[src/rtl/condiciona_sensores_if.sv]
// rtl/condiciona_sensores_if.sv - field-input bundle between raw sensors and the conditioner
// master drives the raw inputs; slave (the conditioner) returns conditioned values and flags.
interface condiciona_sensores_if;
  logic [6:0] sens_raw;
  logic [6:0] sens_out;
  logic       mudou;
  logic       erro_nivel;

  modport master (output sens_raw, input sens_out, mudou, erro_nivel);
  modport slave  (input sens_raw, output sens_out, mudou, erro_nivel);
endinterface

[src/rtl/condiciona_sensores.sv]
// rtl/condiciona_sensores.sv - sync, debounce, level-probe check and change pulse for field inputs
// Optional COND_HOLD_NIVEL_EN: sens_out[6:4] shows the last valid {H,M,L} instead of the raw debounced one.
module condiciona_sensores #(
  parameter int DEBOUNCE_CYCLES = 50000,
  parameter int ERR_CYCLES      = 250000,
  parameter int CNT_W           = 18
) (
  input  logic                  clock,
  input  logic                  reset_n,
  condiciona_sensores_if.slave  bus
);

  localparam logic [CNT_W-1:0] DEB_LAST = CNT_W'(DEBOUNCE_CYCLES - 1);
  localparam logic [CNT_W-1:0] ERR_LAST = CNT_W'(ERR_CYCLES - 1);

  typedef enum logic [1:0] {
    ST_OK,
    ST_SUSPEITO,
    ST_ERRO,
    ST_RECUPERA
  } state_t;

  // {H,M,L}: a wetted upper probe implies every probe below it is wetted too
  function automatic logic lvl_valid(input logic [2:0] v);
    return !(v[2] && !v[1]) && !(v[1] && !v[0]);
  endfunction

  logic [6:0]            s1_q, s1_d;
  logic [6:0]            s2_q, s2_d;
  logic [6:0]            stable_q, stable_d;
  logic [6:0][CNT_W-1:0] cnt_q, cnt_d;
  logic                  mudou_q, mudou_d;
  state_t                state_q, state_d;
  logic [CNT_W-1:0]      ecnt_q, ecnt_d;
  logic                  erro_q, erro_d;
  logic                  invalid;

  always_comb begin
    s1_d     = bus.sens_raw;
    s2_d     = s1_q;
    stable_d = stable_q;
    cnt_d    = cnt_q;
    for (int i = 0; i < 7; i++) begin
      if (s2_q[i] != stable_q[i]) begin
        if (cnt_q[i] == DEB_LAST) begin
          stable_d[i] = s2_q[i];
          cnt_d[i]    = '0;
        end else begin
          cnt_d[i] = cnt_q[i] + 1'b1;
        end
      end else begin
        cnt_d[i] = '0;
      end
    end
    mudou_d = |(stable_d ^ stable_q);
  end

  // The FSM judges the pre-edge debounced levels, so it lags a debounced update by one cycle
  always_comb begin
    state_d = state_q;
    ecnt_d  = ecnt_q;
    invalid = !lvl_valid(stable_q[6:4]);
    case (state_q)
      ST_OK: begin
        if (invalid) begin
          state_d = ST_SUSPEITO;
          ecnt_d  = CNT_W'(1);
        end else begin
          ecnt_d = '0;
        end
      end
      ST_SUSPEITO: begin
        if (!invalid) begin
          state_d = ST_OK;
          ecnt_d  = '0;
        end else if (ecnt_q >= ERR_LAST) begin
          state_d = ST_ERRO;
          ecnt_d  = '0;
        end else begin
          ecnt_d = ecnt_q + 1'b1;
        end
      end
      ST_ERRO: begin
        if (!invalid) begin
          state_d = ST_RECUPERA;
          ecnt_d  = CNT_W'(1);
        end
      end
      ST_RECUPERA: begin
        if (invalid) begin
          state_d = ST_ERRO;
          ecnt_d  = '0;
        end else if (ecnt_q >= ERR_LAST) begin
          state_d = ST_OK;
          ecnt_d  = '0;
        end else begin
          ecnt_d = ecnt_q + 1'b1;
        end
      end
      default: begin
        state_d = ST_OK;
        ecnt_d  = '0;
      end
    endcase
    erro_d = (state_q == ST_ERRO) || (state_q == ST_RECUPERA);
  end

  always_ff @(posedge clock or negedge reset_n) begin
    if (!reset_n) begin
      s1_q     <= '0;
      s2_q     <= '0;
      stable_q <= '0;
      cnt_q    <= '0;
      mudou_q  <= 1'b0;
      state_q  <= ST_OK;
      ecnt_q   <= '0;
      erro_q   <= 1'b0;
    end else begin
      s1_q     <= s1_d;
      s2_q     <= s2_d;
      stable_q <= stable_d;
      cnt_q    <= cnt_d;
      mudou_q  <= mudou_d;
      state_q  <= state_d;
      ecnt_q   <= ecnt_d;
      erro_q   <= erro_d;
    end
  end

`ifdef COND_HOLD_NIVEL_EN
  logic [2:0] nivel_ok_q, nivel_ok_d;

  always_comb begin
    nivel_ok_d = nivel_ok_q;
    if (lvl_valid(stable_d[6:4])) nivel_ok_d = stable_d[6:4];
  end

  always_ff @(posedge clock or negedge reset_n) begin
    if (!reset_n) nivel_ok_q <= '0;
    else          nivel_ok_q <= nivel_ok_d;
  end

  assign bus.sens_out = {nivel_ok_q, stable_q[3:0]};
`else
  assign bus.sens_out = stable_q;
`endif

  assign bus.mudou      = mudou_q;
  assign bus.erro_nivel = erro_q;

endmodule
[src/flat_wrapper.sv]
// flat-port wrapper written by rule: the top's interface ports become plain ports
module condiciona_sensores_flat 
#(
  parameter int DEBOUNCE_CYCLES = 50000,
  parameter int ERR_CYCLES      = 250000,
  parameter int CNT_W           = 18
)
  (clock, reset_n, bus_sens_raw, bus_sens_out, bus_mudou, bus_erro_nivel);
  condiciona_sensores_if bus_i ();
  input  logic clock;
  input  logic reset_n;
  input wire logic [$bits(bus_i.sens_raw)-1:0] bus_sens_raw;
  output wire logic [$bits(bus_i.sens_out)-1:0] bus_sens_out;
  output wire logic [$bits(bus_i.mudou)-1:0] bus_mudou;
  output wire logic [$bits(bus_i.erro_nivel)-1:0] bus_erro_nivel;
  assign bus_i.sens_raw = bus_sens_raw;
  assign bus_sens_out = bus_i.sens_out;
  assign bus_mudou = bus_i.mudou;
  assign bus_erro_nivel = bus_i.erro_nivel;
  condiciona_sensores #(.DEBOUNCE_CYCLES(DEBOUNCE_CYCLES), .ERR_CYCLES(ERR_CYCLES), .CNT_W(CNT_W)) u_core (.clock(clock), .reset_n(reset_n), .bus(bus_i));
endmodule
[config.mk]
export PLATFORM = sky130hd
export DESIGN_NAME = condiciona_sensores_flat
export DESIGN_NICKNAME = d
export VERILOG_FILES = /design/src/rtl/condiciona_sensores_if.sv /design/src/rtl/condiciona_sensores.sv /design/src/flat_wrapper.sv
export SDC_FILE = /design/constraint.sdc
export NUM_CORES = 1
export LEC_CHECK = 0
export CORE_MARGIN = 2
export CORE_UTILIZATION = 58
export CTS_BUF_LIST = sky130_fd_sc_hd__clkbuf_2
export DETAILED_ROUTE_END_ITERATION = 16
export GPL_TIMING_DRIVEN = 0
export PLACE_DENSITY = 0.78
export SYNTH_ARGS = -nofsm -noshare
export SYNTH_HDL_FRONTEND = slang
export SYNTH_SLANG_ARGS = --single-unit
[constraint.sdc]
create_clock -name clock -period 2 [get_ports clock]
set_input_delay 0.3 -clock clock [delete_from_list [all_inputs] [get_ports clock]]
set_output_delay 0.3 -clock clock [all_outputs]
set_load 0.03 [all_outputs]
==> results.yml, run 1 <==
power:
  power.switching_uw: 1400
  p_sw_frac: 0.236
  internal_power_uw: 4530
  p_comb_frac: 0.043
  p_leak_uw: 0.00390
  max-vdd-ir-drop_v: 0.000464
  seq_power_share: 0.593
  clock_power_share: 0.365
  power_density_nw_per_um2: 651
sta:
  maxSlewHeadroom: 0.480
  hold_viol: 0
  min_period_ns: 1.95
  min_period_over_period: 0.974
  whs_ns: 0.370
  timing.fmax_mhz: 514
  slew_viol_final: 0
  fin_ws_ns: 0.0527
  worst_pin_slew_ns: 0.772
  setup_viol_count_final: 0
  finalClockSkew_ns: 0.0395
  tns_ns: 0
synthesis:
  synth_top_flop_cell: "dfrtp_1"
  synth-warning-count: 0
  seq_area_frac_synth: 0.530
  syn_area_um2: 7980
  synth_seq_cells: 169
  synth_area_leaders: "dfrtp_1 (53%), nor2_1 (8.0%), xnor2_1 (7.7%), xor2_1 (6.4%), nand3_1 (3.8%)"
  synth-edff-count: 0
  async_flop_share: 1.00
  ys_types: 48
  syn_avg_cell_area_um2: 10.0
  yosys.area.top_type_share: 0.530
  syn-num-nets: 815
  yosysTopAreaCell: "dfrtp_1"
  synthesis.instances: 798
clock_network:
  numClockSinks: 169
  h-tree-depth: 4
  cts-buffers-inserted: 17
  clk_latency_ns: 0.76
  path_clk_slew_ns: 0.25
  clock_tree.root_cell: "clkbuf_2"
  tritoncts: "built"
  clk_path_buf_depth: 2
layout:
  layout-drive-gt1-share: 0.134
  syn2layout_area_growth_pct: 14.0
  fillCellCount: 1009
  final_area_um2: 9100
  final_cell_mix: "nor2_1 (166), dfrtp_1 (163), xnor2_1 (70)"
  mostFrequentLayoutCell: "nor2_1"
  nets: 882
detailed_routing:
  avgViaCountPerCell: 5.57
  dr.pass1.iters: 5
  ant_nets: 0
  wl_per_cell_um: 14.4
  remaining_drc_errors: 0
  totalWireLength_mm: 15.2
  drt_iter0_drc: 413
  via_count: 5880
hold_path:
  min_path_type: "register to register"
floorplan:
  start_util: 0.598
  io_pins: 18
  fp-row-count: 42
  die_y_um: 121
  die_area_um2: 14700
  die_x_um: 121
  design.core.area_um2: 13300
setup_path:
  critPathKind: "register to register"
  path_cells: "nand2_1 -> a2111oi_4 -> o2111ai_4 -> nor2_2 -> mux2_2"
  slowest_stage: "dfrtp_1"
  critPathLaunchType: "register"
  end_kind: "register"
  max_stage_delay_ns: 0.57
  cp.arrival_ns: 2.61
  cp_max_fo: 8
  worstPathRequired_ns: 2.66
grt:
  grt_first_pass_wirelength_mm: 25.5
  antenna_found_initial: 1
  grt_max_degree: 104
  overflow: 0
  grt_pass1_vias: 5539
  grt_use_total: 0.215
outcome:
  status: "finished, final reports clean"
placed_design:
  gp_congestion: 0.849
  port-buffer-count: 17
  hpwl_mm: 10.0
  pre_cts_ws_ns: -0.111
  placed_area_um2: 8410
job:
  max_cap_viol_count: 0
-- per-stage QoR --
step	util	std cells	power [uW]
after global routing	0.682	1055	6150
final	0.682	1055	5930
after floorplan	-	798	3670
after CTS	0.664	1038	5960
after detailed placement	0.630	992	3800
after global placement	0.627	991	3780
-- flip-flops by register name, summed over array words and instances (netlist names), named ones only --
signal                 cells
u_core.state_q             1
u_core.s2_q                7
u_core.bus.sens_out        7
u_core.cnt_q             126
u_core.s1_q                7
u_core.bus.erro_nivel      1
u_core.ecnt_q             18
u_core.bus.mudou           1
-- final timing paths --
kind	from	endpoint	slack, ns	depth (start not counted)
setup / recovery	u_core.ecnt_q[12]	register	0.05	5
hold / removal	u_core.s1_q[2]	u_core.s2_q[2]	0.37	0
setup reg to reg	u_core.ecnt_q[12]	register	0.05	5
hold reg to reg	u_core.s1_q[2]	u_core.s2_q[2]	0.37	0
max in group asynchronous	reset_n	u_core.cnt_q[113]	0.53	4
min in group asynchronous	reset_n	u_core.cnt_q[46]	0.56	3
-- cells by family after synthesis --
family / after synthesis / synth area share
DFF: 169 / 0.530
adders and majority gates: 8 / 0.0125
muxes: 9 / 0.0125
xor gates and xnor gates: 128 / 0.140
and+or+nand+nor: 423 / 0.257
AOI/OAI and AO/OA: 24 / 0.0230
buffers and inverters: 37 / 0.0252
-- synthesized netlist by cell type, types with 2 or more instances --
library cell and count:
xnor2_1 70, o211ai_1 2, a21oi_2 2, nand3_1 60, a21oi_1 5, or2_1 4
mux2_2 8, nand4b_1 3, buf_6 2, nand2b_1 6, or4_1 6, a31oi_1 5
nor4b_1 6, o2111ai_1 2, nor2_1 171, nand2_1 50, o21ai_0 2, and2_1 5
xor2_1 58, and4_1 6, buf_2 6, and3_1 28, ha_1 8, nor3_1 28
buf_4 6, clkbuf_1 4, or3_1 2, inv_1 17, nor4_1 16, dfrtp_1 169
nand4_1 24
-- worst max-delay path: cells and delay by family (launching register included) --
| family | cells | cell delay [ns] |
|---|---|---|
| multiplexers | 1 | 0.34 |
| AND/OR/NAND/NOR | 2 | 0.32 |
| flip-flops | 1 | 0.57 |
| AO/OA/AOI/OAI | 2 | 0.62 |
-- power groups by stage --
stage | clock network (uW) | logic (uW) | registers (uW)
floorplan | 0 | 112 | 3560
global placement | 0 | 215 | 3570
detailed placement | 0 | 228 | 3570
CTS | 2210 | 244 | 3510
global route | 2340 | 290 | 3520
finish | 2160 | 252 | 3510
-- layout make-up --
type,count,area [um^2],area share
Antenna cell,1,2.50,0.000275
Buffer,18,130,0.0143
Clock inverter,14,220,0.0242
Timing Repair Buffer,50,450,0.0495
Tap cell,176,220,0.0242
Multi-Input combinational cell,592,3690,0.405
Inverter,17,63.8,0.00701
Sequential cell,169,4240,0.465
Clock buffer,18,90.1,0.00989
-- timing repair --
item                                    CTS  global route
resized for setup                        18            36
buffers inserted                          7            15
endpoints found under the setup margin   45            81
gates cloned                              0             1
pin swaps                                 3             3
hold buffers                              8             1
endpoints found under the hold margin   176             1
-- layer usage --
metal	GRT usage	share of wire
met1	0.294	0.45
met2	0.344	0.50
met3	0.0461	0.034
met4	0.0718	0.014
met5	0	0
Power figures use the tool's default switching activity.
==> run 2: changes to the inputs <==
--- a/config.mk
+++ b/config.mk
@@ -11,6 +11,7 @@
 export DETAILED_ROUTE_END_ITERATION = 16
 export GPL_TIMING_DRIVEN = 0
 export PLACE_DENSITY = 0.78
+export SKIP_LAST_GASP = 1
 export SYNTH_ARGS = -nofsm -noshare
 export SYNTH_HDL_FRONTEND = slang
 export SYNTH_SLANG_ARGS = --single-unit
==> run 2 against run 1 <==
Net effect: utilization grew 0.12 points; cell area grew 0.18%; flip-flop and latch count is the same; count of clock-buffer cells in the layout is the same; combinational power is essentially flat; wire length grew 0.32%; clock power is essentially flat.
==> results.yml, run 2 (synthesized netlist as in run 1, its figures left out) <==
sta:
  slew_viol_final: 0
  min_period_ns: 1.95
  worst_pin_slew_ns: 0.774
  maxSlewHeadroom: 0.479
  rsz0062_at_grt: "true"
  finalClockSkew_ns: 0.0395
  timing.fmax_mhz: 513
  min_period_over_period: 0.974
  setup_viol_count_final: 0
  whs_ns: 0.370
  hold_viol: 0
detailed_routing:
  remaining_drc_errors: 0
  avgViaCountPerCell: 5.57
  drt_iter0_drc: 446
  dr.pass1.iters: 5
  ant_nets: 0
  via_count: 5882
  totalWireLength_mm: 15.2
  wl_per_cell_um: 14.4
grt:
  grt_util_met2: 0.344
  antenna_found_initial: 1
  grt_pass1_vias: 5539
  grt_first_pass_wirelength_mm: 25.5
  overflow: 0
  grt_max_degree: 104
  met3_usage: 0.0461
  grt_busiest_layer: "met2"
  met1_usage: 0.294
  grt_use_total: 0.215
floorplan:
  start_util: 0.598
  fp-row-count: 42
  io_pins: 18
  die_x_um: 121
  design.core.area_um2: 13300
  die_y_um: 121
  die_area_um2: 14700
layout:
  largest_reg_flops: 126
  regMostFlops: "u_core.cnt_q"
  syn2layout_area_growth_pct: 14.2
  stdcell_count: 1056
  mostFrequentLayoutCell: "nor2_1"
  top_regs: "u_core.cnt_q: 126 flops, u_core.ecnt_q: 18 flops"
  layout-drive-gt1-share: 0.133
  nets: 883
  final_cell_mix: "nor2_1 (166), dfrtp_1 (164), xnor2_1 (70)"
setup_path:
  r2r_end: "u_core.ecnt_q[1]"
  critPathKind: "register to register"
  cp_max_fo: 6
  cp.arrival_ns: 2.64
  rr_startpoint: "u_core.bus.sens_out[5]"
  slowest_stage: "dfrtp_2"
  critPathBufInv: 2
  max_stage_delay_ns: 0.50
  critPathTopFamily: "compound AO/OA/AOI/OAI gates"
  worstPathRequired_ns: 2.69
  rrSetupSlack_ns: 0.05
  reg2reg_depth: 6
  crit_top_cell: "buf_4"
  end_kind: "register"
  path_cells: "and2_1 -> o21ai_0 -> a21oi_4 -> buf_4 -> buf_4 -> a32o_1"
  critPathLaunchType: "register"
clock_network:
  tritoncts: "built"
  clock_tree.root_cell: "clkbuf_2"
  clk_path_buf_depth: 2
  h-tree-depth: 4
  cts-buffers-inserted: 17
  path_clk_slew_ns: 0.25
  numClockSinks: 169
  clk_latency_ns: 0.77
placed_design:
  gp_congestion: 0.849
  hpwl_mm: 10.0
  port-buffer-count: 17
  post-place-cells: 992
hold_path:
  min_from: "u_core.s1_q[2]"
  holdPathEnd: "u_core.s2_q[2]"
  hold_depth: 0
  min_path_type: "register to register"
power:
  max-vdd-ir-drop_v: 0.000464
  p_leak_uw: 0.00391
  power_density_nw_per_um2: 650
job:
  max_cap_viol_count: 0
outcome:
  status: "finished, final reports clean"
## run 2: worst register-to-register path, cell delays in order, from the launching register on
cell and delay (ns):
dfrtp_2 0.50, and2_1 0.24, o21ai_0 0.45, a21oi_4 0.16, buf_4 0.18, buf_4 0.12
a32o_1 0.24
## run 2: layout make-up
class / instances / area [um^2]
multi-input cells: 592 / 3700
clock buffers: 18 / 90.1
plain buffers: 18 / 134
clock inverters: 14 / 220
flip-flops and latches: 169 / 4240
diodes: 1 / 2.50
fillers: 1006 / 4230
repair buffers: 51 / 457
inverters: 17 / 63.8
well taps: 176 / 220
## run 2: routing by layer
metal  share of wire  wire, um
met1            0.45      6890
met2            0.50      7580
met3           0.033       508
met4           0.015       234
met5               0         0
## run 2: timing repair
item	in CTS	in global routing
cloned	0	1
pin swaps	3	7
gates resized for setup	16	38
hold buffers	8	1
endpoints found under the setup margin	45	82
buffers inserted	7	16
endpoints found under the hold margin	176	1
## run 2: worst max path at each step
| stage | depth (start not counted) | slack (ns) | endpoint | start |
|---|---|---|---|---|
| 2_1_floorplan | 6 | 0.11 | register | u_core.ecnt_q[0] |
| 3_3_place_gp | 1 | -5.93 | u_core.cnt_q[109] | reset_n |
| 3_5_place_dp | 6 | -0.11 | register | u_core.ecnt_q[0] |
| 4_1_cts | 1 | -0.04 | bus_sens_out[5] | u_core.bus.sens_out[5] |
| 5_1_grt | 8 | -0.03 | u_core.ecnt_q[9] | u_core.ecnt_q[0] |
| 6_report | 6 | 0.05 | u_core.ecnt_q[1] | u_core.bus.sens_out[5] |
## run 2: report_power, final
group	leakage, uW	internal (uW)	switching, uW
Clock	0.000167	959	1200
Sequential	0.00230	3470	40.7
Combinational	0.00144	99.8	152
Total	0.00391	4530	1400
## run 2: through the flow
stage	util	total power [uW]	TNS (ns)	cell area [um^2]	setup WS [ns]
floorplan	-	3670	0	7980	0.108
global placement	0.627	3780	-1000.80	8370	-5.93
detailed placement	0.630	3800	-1.31	8410	-0.111
CTS	0.664	5960	-0.0444	8860	-0.0444
global route	0.683	6150	-0.482	9120	-0.0321
finish	0.683	5930	0	9120	0.0519
==> run 3: changes to the inputs <==
--- a/config.mk
+++ b/config.mk
@@ -9,8 +9,7 @@
 export CORE_UTILIZATION = 58
 export CTS_BUF_LIST = sky130_fd_sc_hd__clkbuf_2
 export DETAILED_ROUTE_END_ITERATION = 16
-export GPL_TIMING_DRIVEN = 0
-export PLACE_DENSITY = 0.78
+export PLACE_DENSITY_LB_ADDON = 0.3
 export SKIP_LAST_GASP = 1
 export SYNTH_ARGS = -nofsm -noshare
 export SYNTH_HDL_FRONTEND = slang
==> run 3 against run 2 <==
Net effect: via count decreased by 1.6%; sequential power is essentially flat; setup slack got worse by 0.045 ns; global-route usage grew 0.089 points; die area unchanged; combinational power decreased by 4%; utilization down 2.0 points; fmax decreased by 2.2%; clock skew down 0.013 ns; sequential share of layout area is 1.3 points higher; power shrank 5.0%; non-clock buffer count fell by 18; critical path type unchanged.
==> results.yml, run 3 (synthesized netlist as in run 1, its figures left out) <==
placed_design:
  pre_cts_ws_ns: 0.0809
  port-buffer-count: 17
  gp_congestion: 0.879
  placed_area_um2: 8460
  post-place-cells: 994
  hpwl_mm: 10.1
sta:
  fin_ws_ns: 0.00731
  rsz0062_at_grt: "true"
  setup_viol_count_final: 0
  finalClockSkew_ns: 0.0263
  worst_pin_slew_ns: 0.491
  maxSlewHeadroom: 0.670
  min_period_over_period: 0.996
  hold_viol: 0
  timing.fmax_mhz: 502
  min_period_ns: 1.99
  slew_viol_final: 0
detailed_routing:
  via_count: 5790
  wl_per_cell_um: 14.3
  ant_nets: 0
  remaining_drc_errors: 0
  totalWireLength_mm: 14.8
  avgViaCountPerCell: 5.58
  dr.pass1.iters: 5
  drt_iter0_drc: 395
grt:
  grt_max_degree: 52
  grt_first_pass_wirelength_mm: 25.6
  overflow: 0
  grt_pass1_vias: 5760
  grt_use_total: 0.216
  antenna_found_initial: 1
clock_network:
  path_clk_slew_ns: 0.23
  clk_latency_ns: 0.72
  tritoncts: "built"
  h-tree-depth: 4
  clock_tree.root_cell: "clkbuf_2"
  cts-buffers-inserted: 17
  numClockSinks: 169
  clk_path_buf_depth: 2
floorplan:
  start_util: 0.598
  design.core.area_um2: 13300
  die_x_um: 121
  io_pins: 18
  die_y_um: 121
  fp-row-count: 42
  die_area_um2: 14700
layout:
  syn2layout_area_growth_pct: 10.9
  fillCellCount: 1078
  top_regs: "u_core.cnt_q: 126 flops, u_core.ecnt_q: 18 flops"
  final_cell_mix: "nor2_1 (170), dfrtp_1 (168), xnor2_1 (70)"
  layout-drive-gt1-share: 0.0941
  largest_reg_flops: 126
  mostFrequentLayoutCell: "nor2_1"
  nets: 865
  final_core_util: 0.663
  final_area_um2: 8850
  regMostFlops: "u_core.cnt_q"
  stdcell_count: 1038
setup_path:
  worstPathRequired_ns: 2.65
  end_kind: "register"
  rrSetupSlack_ns: 0.007
  rr_startpoint: "u_core.ecnt_q[1]"
  cp_max_fo: 5
  critPathKind: "register to register"
  critPathLaunchType: "register"
  cp.arrival_ns: 2.64
  reg2reg_depth: 6
power:
  max-vdd-ir-drop_v: 0.000522
  p_leak_uw: 0.00380
  p_total_uw: 5630
  power_density_nw_per_um2: 635
hold_path:
  min_from: "u_core.s1_q[2]"
  min_path_type: "register to register"
  holdPathEnd: "u_core.s2_q[2]"
  hold_depth: 0
job:
  max_cap_viol_count: 0
outcome:
  status: "finished, final reports clean"
-- run 3: cell count changes in the layout (fill, tap and decap cells not counted), sizes merged, moves of 2 or more --
cell,previous run,this run
clkinvlp,4,1
clkinv,3,5
buf,40,26
bufinv,5,3
-- run 3: cell type report --
type,count,area [um^2],area share
sequential,169,4230,0.478
multi-input combinational,592,3600,0.406
timing repair buffer,51,487,0.0550
tap,176,220,0.0249
clock inverter,11,146,0.0165
clock buffer,21,105,0.0119
inverter,17,63.8,0.00721
antenna,1,2.50,0.000283
-- run 3: how the worst max path moves through the flow --
stage | start | end | slack [ns] | cells past startpoint
after floorplan | u_core.ecnt_q[0] | register | 0.11 | 6
after global placement | u_core.cnt_q[72] | u_core.cnt_q[78] | 0.15 | 7
after detailed placement | u_core.cnt_q[72] | u_core.cnt_q[85] | 0.08 | 7
after CTS | u_core.bus.sens_out[5] | bus_sens_out[5] | -0.03 | 1
after global routing | u_core.ecnt_q[1] | u_core.ecnt_q[9] | -0.09 | 7
final | u_core.ecnt_q[1] | register | 0.007 | 6
-- run 3: stage by stage --
step	setup TNS, ns	hold WS [ns]
floorplan	0	0.00441
global placement	0	0.278
detailed placement	0	0.286
CTS	-0.0339	0.0156
global route	-0.729	0.368
finish	0	0.355
-- run 3: per-layer routing --
metal  vias up  global-route usage  part of all wire  wire (um)
li1       2807                   -                 -          -
met1      2852               0.284              0.45       6680
met2       116               0.354              0.50       7340
met3        15              0.0616             0.043        632
met4         0              0.0582             0.012        172
met5         -                   0                 0          0
-- run 3: timing repair --
action / 4_1_cts / 5_1_grt
pin swaps: 0 / 9
hold buffers: 8 / 1
setup buffers: 0 / 2
endpoints found under the hold margin: 176 / 5
setup endpoints to repair: 9 / 37
gates resized for setup: 10 / 17
-- run 3: worst max-delay path: stages (launching register included) --
cell and delay [ns]:
dfrtp_1 0.45, ha_2 0.21, nand3_2 0.11, a2111oi_4 0.42
o2111ai_4 0.21, nor2_2 0.20, mux2_4 0.32
-- run 3: where the power goes --
group          internal, uW  switching [uW]
logic                  93.5             150
clock network           722            1150
registers              3470            40.5
